==> src/rtl/find_topk_if.sv <==
// Sample stream in, ranked top-K results out for find_topk.
// The source side uses master; find_topk itself uses slave.
interface find_topk_if #(
    parameter int DW   = 5,
    parameter int K    = 2,
    parameter int IDXW = 8
);
    logic [DW-1:0]     datain;
    logic              datain_ena;
    logic [K*DW-1:0]   topk_data;
    logic [K*IDXW-1:0] topk_idx;
    logic [K-1:0]      topk_vld;
    logic [IDXW-1:0]   sample_cnt;
    logic              overflow;
    logic              dataout_ena;

    modport master (
        output datain, datain_ena,
        input  topk_data, topk_idx, topk_vld, sample_cnt, overflow, dataout_ena
    );

    modport slave (
        input  datain, datain_ena,
        output topk_data, topk_idx, topk_vld, sample_cnt, overflow, dataout_ena
    );
endinterface

==> src/rtl/find_topk.sv <==
// Streaming top-K extractor. Keeps a sorted working set of the K best samples of a burst and
// publishes it, with the sample count, on the first idle cycle after the burst.
module find_topk #(
    parameter int DW       = 5,
    parameter int K        = 2,
    parameter int IDXW     = 8,
    parameter bit SIGNED   = 1'b0,
    parameter bit FIND_MIN = 1'b0
) (
    input  logic       clk,
    input  logic       rst,
    find_topk_if.slave bus
);
    typedef enum logic {IDLE, ACCUM} state_t;

    localparam logic [IDXW-1:0] CNT_MAX = '1;

    state_t state, state_nxt;
    logic   start, take, publish;

    logic [DW-1:0]   wdata [K];
    logic [IDXW-1:0] widx  [K];
    logic [K-1:0]    wvld;
    logic [IDXW-1:0] wcnt;
    logic            wovf;

    logic [DW-1:0]   cur_data [K];
    logic [IDXW-1:0] cur_idx  [K];
    logic [K-1:0]    cur_vld;
    logic [DW-1:0]   nxt_data [K];
    logic [IDXW-1:0] nxt_idx  [K];
    logic [K-1:0]    nxt_vld;
    logic [IDXW-1:0] samp_idx;
    logic            ins_hit;
    int              ins_pos;

    logic [K*DW-1:0]   topk_data_q;
    logic [K*IDXW-1:0] topk_idx_q;
    logic [K-1:0]      topk_vld_q;
    logic [IDXW-1:0]   sample_cnt_q;
    logic              overflow_q;
    logic              dataout_ena_q;

    function automatic logic better(input logic [DW-1:0] a, input logic [DW-1:0] b);
        logic gt;
        if (SIGNED) gt = ($signed(a) > $signed(b));
        else        gt = (a > b);
        if (FIND_MIN) return (a != b) && !gt;
        return gt;
    endfunction

    always_ff @(posedge clk or posedge rst) begin
        if (rst) state <= IDLE;
        else     state <= state_nxt;
    end

    always_comb begin
        state_nxt = state;
        case (state)
            IDLE:    if (bus.datain_ena)  state_nxt = ACCUM;
            ACCUM:   if (!bus.datain_ena) state_nxt = IDLE;
            default: state_nxt = IDLE;
        endcase
    end

    always_comb begin
        start   = (state == IDLE) && bus.datain_ena;
        take    = bus.datain_ena;
        publish = (state == ACCUM) && !bus.datain_ena;
    end

    // A new burst sees an empty set, so the first sample always lands at rank 0 with idx 0.
    always_comb begin
        samp_idx = start ? '0 : wcnt;
        cur_vld  = start ? '0 : wvld;
        ins_hit  = 1'b0;
        ins_pos  = 0;
        for (int r = 0; r < K; r++) begin
            cur_data[r] = start ? '0 : wdata[r];
            cur_idx[r]  = start ? '0 : widx[r];
        end
        for (int r = K - 1; r >= 0; r--) begin
            if (!cur_vld[r] || better(bus.datain, cur_data[r])) begin
                ins_hit = 1'b1;
                ins_pos = r;
            end
        end
        for (int r = 0; r < K; r++) begin
            nxt_data[r] = cur_data[r];
            nxt_idx[r]  = cur_idx[r];
            nxt_vld[r]  = cur_vld[r];
            if (ins_hit && r == ins_pos) begin
                nxt_data[r] = bus.datain;
                nxt_idx[r]  = samp_idx;
                nxt_vld[r]  = 1'b1;
            end else if (ins_hit && r > ins_pos) begin
                nxt_data[r] = cur_data[(r > 0) ? r - 1 : 0];
                nxt_idx[r]  = cur_idx[(r > 0) ? r - 1 : 0];
                nxt_vld[r]  = cur_vld[(r > 0) ? r - 1 : 0];
            end
        end
    end

    // The counter sticks at its maximum; reaching it again marks the burst as overflowed.
    always_ff @(posedge clk or posedge rst) begin
        if (rst) begin
            for (int r = 0; r < K; r++) begin
                wdata[r] <= '0;
                widx[r]  <= '0;
            end
            wvld <= '0;
            wcnt <= '0;
            wovf <= 1'b0;
        end else if (take) begin
            for (int r = 0; r < K; r++) begin
                wdata[r] <= nxt_data[r];
                widx[r]  <= nxt_idx[r];
            end
            wvld <= nxt_vld;
            if (start) begin
                wcnt <= IDXW'(1);
                wovf <= 1'b0;
            end else if (wcnt == CNT_MAX) begin
                wovf <= 1'b1;
            end else begin
                wcnt <= wcnt + IDXW'(1);
            end
        end
    end

    always_ff @(posedge clk or posedge rst) begin
        if (rst) begin
            topk_data_q   <= '0;
            topk_idx_q    <= '0;
            topk_vld_q    <= '0;
            sample_cnt_q  <= '0;
            overflow_q    <= 1'b0;
            dataout_ena_q <= 1'b0;
        end else begin
            dataout_ena_q <= publish;
            if (publish) begin
                for (int r = 0; r < K; r++) begin
                    topk_data_q[r*DW +: DW]   <= wdata[r];
                    topk_idx_q[r*IDXW +: IDXW] <= widx[r];
                end
                topk_vld_q   <= wvld;
                sample_cnt_q <= wcnt;
                overflow_q   <= wovf;
            end
        end
    end

    assign bus.topk_data   = topk_data_q;
    assign bus.topk_idx    = topk_idx_q;
    assign bus.topk_vld    = topk_vld_q;
    assign bus.sample_cnt  = sample_cnt_q;
    assign bus.overflow    = overflow_q;
    assign bus.dataout_ena = dataout_ena_q;
endmodule

==> src/flat_wrapper.sv <==
// flat-port wrapper written by rule: the top's interface ports become plain ports
module find_topk_flat 
#(
    parameter int DW       = 5,
    parameter int K        = 2,
    parameter int IDXW     = 8,
    parameter bit SIGNED   = 1'b0,
    parameter bit FIND_MIN = 1'b0
)
  (clk, rst, bus_datain, bus_datain_ena, bus_topk_data, bus_topk_idx, bus_topk_vld, bus_sample_cnt, bus_overflow, bus_dataout_ena);
  find_topk_if #(.DW(DW), .K(K), .IDXW(IDXW)) bus_i ();
  input  logic clk;
  input  logic rst;
  input wire logic [$bits(bus_i.datain)-1:0] bus_datain;
  input wire logic [$bits(bus_i.datain_ena)-1:0] bus_datain_ena;
  output wire logic [$bits(bus_i.topk_data)-1:0] bus_topk_data;
  output wire logic [$bits(bus_i.topk_idx)-1:0] bus_topk_idx;
  output wire logic [$bits(bus_i.topk_vld)-1:0] bus_topk_vld;
  output wire logic [$bits(bus_i.sample_cnt)-1:0] bus_sample_cnt;
  output wire logic [$bits(bus_i.overflow)-1:0] bus_overflow;
  output wire logic [$bits(bus_i.dataout_ena)-1:0] bus_dataout_ena;
  assign bus_i.datain = bus_datain;
  assign bus_i.datain_ena = bus_datain_ena;
  assign bus_topk_data = bus_i.topk_data;
  assign bus_topk_idx = bus_i.topk_idx;
  assign bus_topk_vld = bus_i.topk_vld;
  assign bus_sample_cnt = bus_i.sample_cnt;
  assign bus_overflow = bus_i.overflow;
  assign bus_dataout_ena = bus_i.dataout_ena;
  find_topk #(.DW(DW), .K(K), .IDXW(IDXW), .SIGNED(SIGNED), .FIND_MIN(FIND_MIN)) u_core (.clk(clk), .rst(rst), .bus(bus_i));
endmodule
==> config.mk <==
export PLATFORM = sky130hd
export DESIGN_NAME = find_topk_flat
export DESIGN_NICKNAME = d
export VERILOG_FILES = /design/src/rtl/find_topk_if.sv /design/src/rtl/find_topk.sv /design/src/flat_wrapper.sv
export SDC_FILE = /design/constraint.sdc
export NUM_CORES = 1
export LEC_CHECK = 0
export ABC_AREA = 1
export CORE_UTILIZATION = 50
export CTS_CLUSTER_SIZE = 24
export DETAILED_ROUTE_END_ITERATION = 12
export HOLD_SLACK_MARGIN = 0.02
export PLACE_DENSITY = 0.79
export SLEW_MARGIN = 20
export SYNTH_ARGS = -nofsm -noshare
export SYNTH_HDL_FRONTEND = slang
export SYNTH_SLANG_ARGS = --single-unit
==> constraint.sdc <==
create_clock -name clk -period 2.54 [get_ports clk]
set_input_delay 0.508 -clock clk [delete_from_list [all_inputs] [get_ports clk]]
set_output_delay 0.508 -clock clk [all_outputs]
set_load 0.01 [all_outputs]
==> reports/results.ini, run 1 <==
[drt]
antenna_left=0
remaining_drc_errors=0
first_iter_violations=201
vias_per_cell=4.98
wl_per_cell_um=12.8
vias=2964
drt-total-wl_mm=7.60
dr.pass1.iters=4

[worst_setup_path]
worstPathMaxFanout=8
endpoint_kind=register
worstPathArrival_ns=2.49
crit_type=reg2reg
critPathRequiredTime_ns=2.83
crit_top_cell=nand2_1
critical_path.cell_chain=nor2_4 -> inv_4 -> nand2_1 -> ha_1 -> a21oi_1 -> nand3_2 -> buf_4 -> a21boi_4 -> nand2_4 -> o21ai_1 -> nand2_1 -> nand2_1
cp_slowest_stage_delay_ns=0.44
slowest_stage=dfrtp_1
cp-start-kind=register

[run_status]
status=finished clean

[timing]
hold_ws_ns=0.474
max_slew_margin_pct=41.3
report.final.slew_viol_count=0
period_share_pct=86.6
setup_viol=0
fmax_mhz=454
rsz0062_at_grt=false
max_slew.worst_pin.slew_ns=0.880
min_period_ns=2.20
hold_violations=0
fin_skew_ns=0.00769
setup_slack_ns=0.340

[clock_network]
clock_path_buffers=2
cts_buffers=9
clk_pin_slew_ns=0.08
clock_latency_ns=0.34
cts.sinks=76
cts_tree=done
htreeDepth=3
cts-root-buf=clkbuf_8
hold_buffers=0

[place]
hpwl_mm=5.40
placed_area_um2=4200
gp_congestion=0.931
dp_slack_ns=-0.250
portBuffers=45

[global_route]
grt_usage_pct=22.5
gr-total-overflow=0
antenna_found_initial=0
grt_pass1_wl_mm=12.9
grt_pass1_vias=2778
grt_max_degree=57

[cells_and_area]
nets=513
n_antenna_cell=0
drive_above_1_share_pct=12.4
syn_to_final_growth_pct=22.5
final_area_um2=4400

[logic_synthesis]
synth_warnings=0
syn_area_per_cell_um2=8.28
yosysUniqueCellTypes=31
synth-seq-cells=76
synth_nets=453
ys_seq_area_share_pct=52.9
synth_area_um2=3590
synthCells=434

[die]
io_pins=46
die_h_um=86.8
start_util_pct=52.3
coreArea_um2=6870
num_rows=30
dieWidth_um=86.8
design.die.area_um2=7530

[power]
power_density_nw_per_um2=764
irDropWorstVdd_mv=0.456
leakage_nw=2.21

[hold_path]
worstHoldPathType=reg2reg

[flow_run]
cap_violations=0

==> registers in the layout, indices dropped and copies added, names as in the netlist <==
register                count
u_core.bus.topk_idx        16
u_core.widx                16
u_core.bus.topk_data       10
u_core.wdata               10
u_core.bus.sample_cnt       8
u_core.wcnt                 8
u_core.bus.topk_vld         2
u_core.wvld                 2
u_core.bus.dataout_ena      1
u_core.bus.overflow         1
u_core.state                1
u_core.wovf                 1
==> synthesized netlist by cell type <==
cell | instances | area share (%)
nand3_1 | 25 | 3.5
nor2_1 | 21 | 2.2
or2_2 | 2 | 0.35
and3_1 | 1 | 0.17
inv_4 | 1 | 0.17
buf_4 | 3 | 0.63
o21ai_2 | 1 | 0.24
o21ai_1 | 35 | 4.9
nor3_2 | 1 | 0.28
inv_2 | 6 | 0.63
buf_2 | 11 | 1.5
clkbuf_1 | 1 | 0.10
nand2_2 | 2 | 0.35
nand3_2 | 2 | 0.56
nand2_1 | 155 | 16
inv_1 | 44 | 4.6
nand2_4 | 2 | 0.63
nand4_1 | 3 | 0.52
nor2_4 | 1 | 0.31
ha_1 | 11 | 3.8
nand4_2 | 1 | 0.35
o22ai_2 | 1 | 0.35
dfrtp_1 | 76 | 53
nor2_2 | 1 | 0.17
a21boi_4 | 1 | 0.52
o21ai_0 | 15 | 2.1
clkinv_1 | 1 | 0.10
buf_6 | 2 | 0.63
a21oi_1 | 6 | 0.84
o22ai_1 | 1 | 0.17
xor2_1 | 1 | 0.24
==> power breakdown <==
part | leakage, nW | internal [mW] | total [mW] | switching (mW)
sequential | 1.00 | 1.41 | 1.53 | 0.125
combinational | 1.13 | 0.465 | 1.03 | 0.564
clock | 0.0783 | 0.353 | 0.804 | 0.451
==> per-stage QoR <==
step / util (%) / TNS, ns / cells / total power [mW]
detailed placement: 61.2 / -4.18 / 577 / 2.57
floorplan: - / 0 / 434 / 2.14
global route: 64.1 / 0 / 595 / 3.58
CTS: 63.7 / 0 / 593 / 3.37
finish: 64.1 / 0 / 595 / 3.37
global placement: 61.2 / -2.07 / 577 / 2.53
==> path summary, 6_finish.rpt <==
kind | startpoint | to | slack [ns] | cells after the start
max in group asynchronous | rst | u_core.bus.topk_idx[6] | 1.50 | 3
hold reg to reg | u_core.bus.topk_idx[7] | u_core.bus.topk_idx[7] | 0.47 | 2
hold / removal | u_core.bus.topk_idx[7] | u_core.bus.topk_idx[7] | 0.47 | 2
setup / recovery | u_core.state | u_core.widx[0] | 0.34 | 12
setup reg to reg | u_core.state | u_core.widx[0] | 0.34 | 12
min in group asynchronous | rst | u_core.wcnt[3] | 0.55 | 3
==> layout make-up <==
class	count	area, um2
inverter	52	200
sequential	76	1900
clock buffer	10	128
tap	96	120
fill	579	2460
multi-input combinational	289	1400
timing repair buffer	66	611
clock inverter	6	41.3
==> critical path: cells and delay by family, from the launching register on <==
| family | cells | cell delay [ns] |
|---|---|---|
| buffers and inverters | 2 | 0.21 |
| adders and majority gates | 1 | 0.25 |
| DFF | 1 | 0.44 |
| AOI/OAI and AO/OA | 3 | 0.61 |
| and+or+nand+nor | 6 | 0.63 |
==> layer usage <==
metal / part of all wire (%) / GRT usage [%]
met5: 0 / 0
met3: 4.4 / 5.24
met1: 46 / 29.2
met4: 1.5 / 9.24
met2: 48 / 36.5
==> timing repair <==
item	CTS	global route
setup buffers	0	2
setup endpoints to repair	0	10
resized for setup	0	5
==> cells in the final DEF, fill, tap and decap left out, types with 2 or more instances in the layout <==
cell,synthesis,layout
ha_1,11,11
nand3_2,2,2
inv_1,44,43
o21ai_1,35,32
clkdlybuf4s50_1,0,44
buf_4,3,21
nor2_1,21,21
nand2_2,2,2
a21oi_1,6,6
clkinv_2,0,2
nand2_1,155,155
nand2_4,2,2
nand3_1,25,25
o21ai_2,1,4
clkbuf_8,0,9
clkinvlp_4,0,3
inv_4,1,2
inv_2,6,6
or2_2,2,2
nand4_1,3,3
o21ai_0,15,15
dfrtp_1,76,76
==> cell families (layout without fill, tap and decap cells) <==
family / Yosys count / in the layout / synth area share [%]
AOI/OAI and AO/OA: 60 / 60 / 9.08
DFF: 76 / 76 / 52.9
buffers and inverters: 69 / 134 / 8.39
adders and majority gates: 11 / 11 / 3.83
xor gates and xnor gates: 1 / 1 / 0.244
and+or+nand+nor: 217 / 217 / 25.5
No activity file was read; power rests on OpenSTA's default activity.
==> inputs of run 2 (changes only) <==
--- a/config.mk
+++ b/config.mk
@@ -6,6 +6,7 @@
 export NUM_CORES = 1
 export LEC_CHECK = 0
 export ABC_AREA = 1
+export CAP_MARGIN = 20
 export CORE_UTILIZATION = 50
 export CTS_CLUSTER_SIZE = 24
 export DETAILED_ROUTE_END_ITERATION = 12
==> results of run 2 <==
Same layout as run 1: the final DEF is identical, and so are final timing and power.
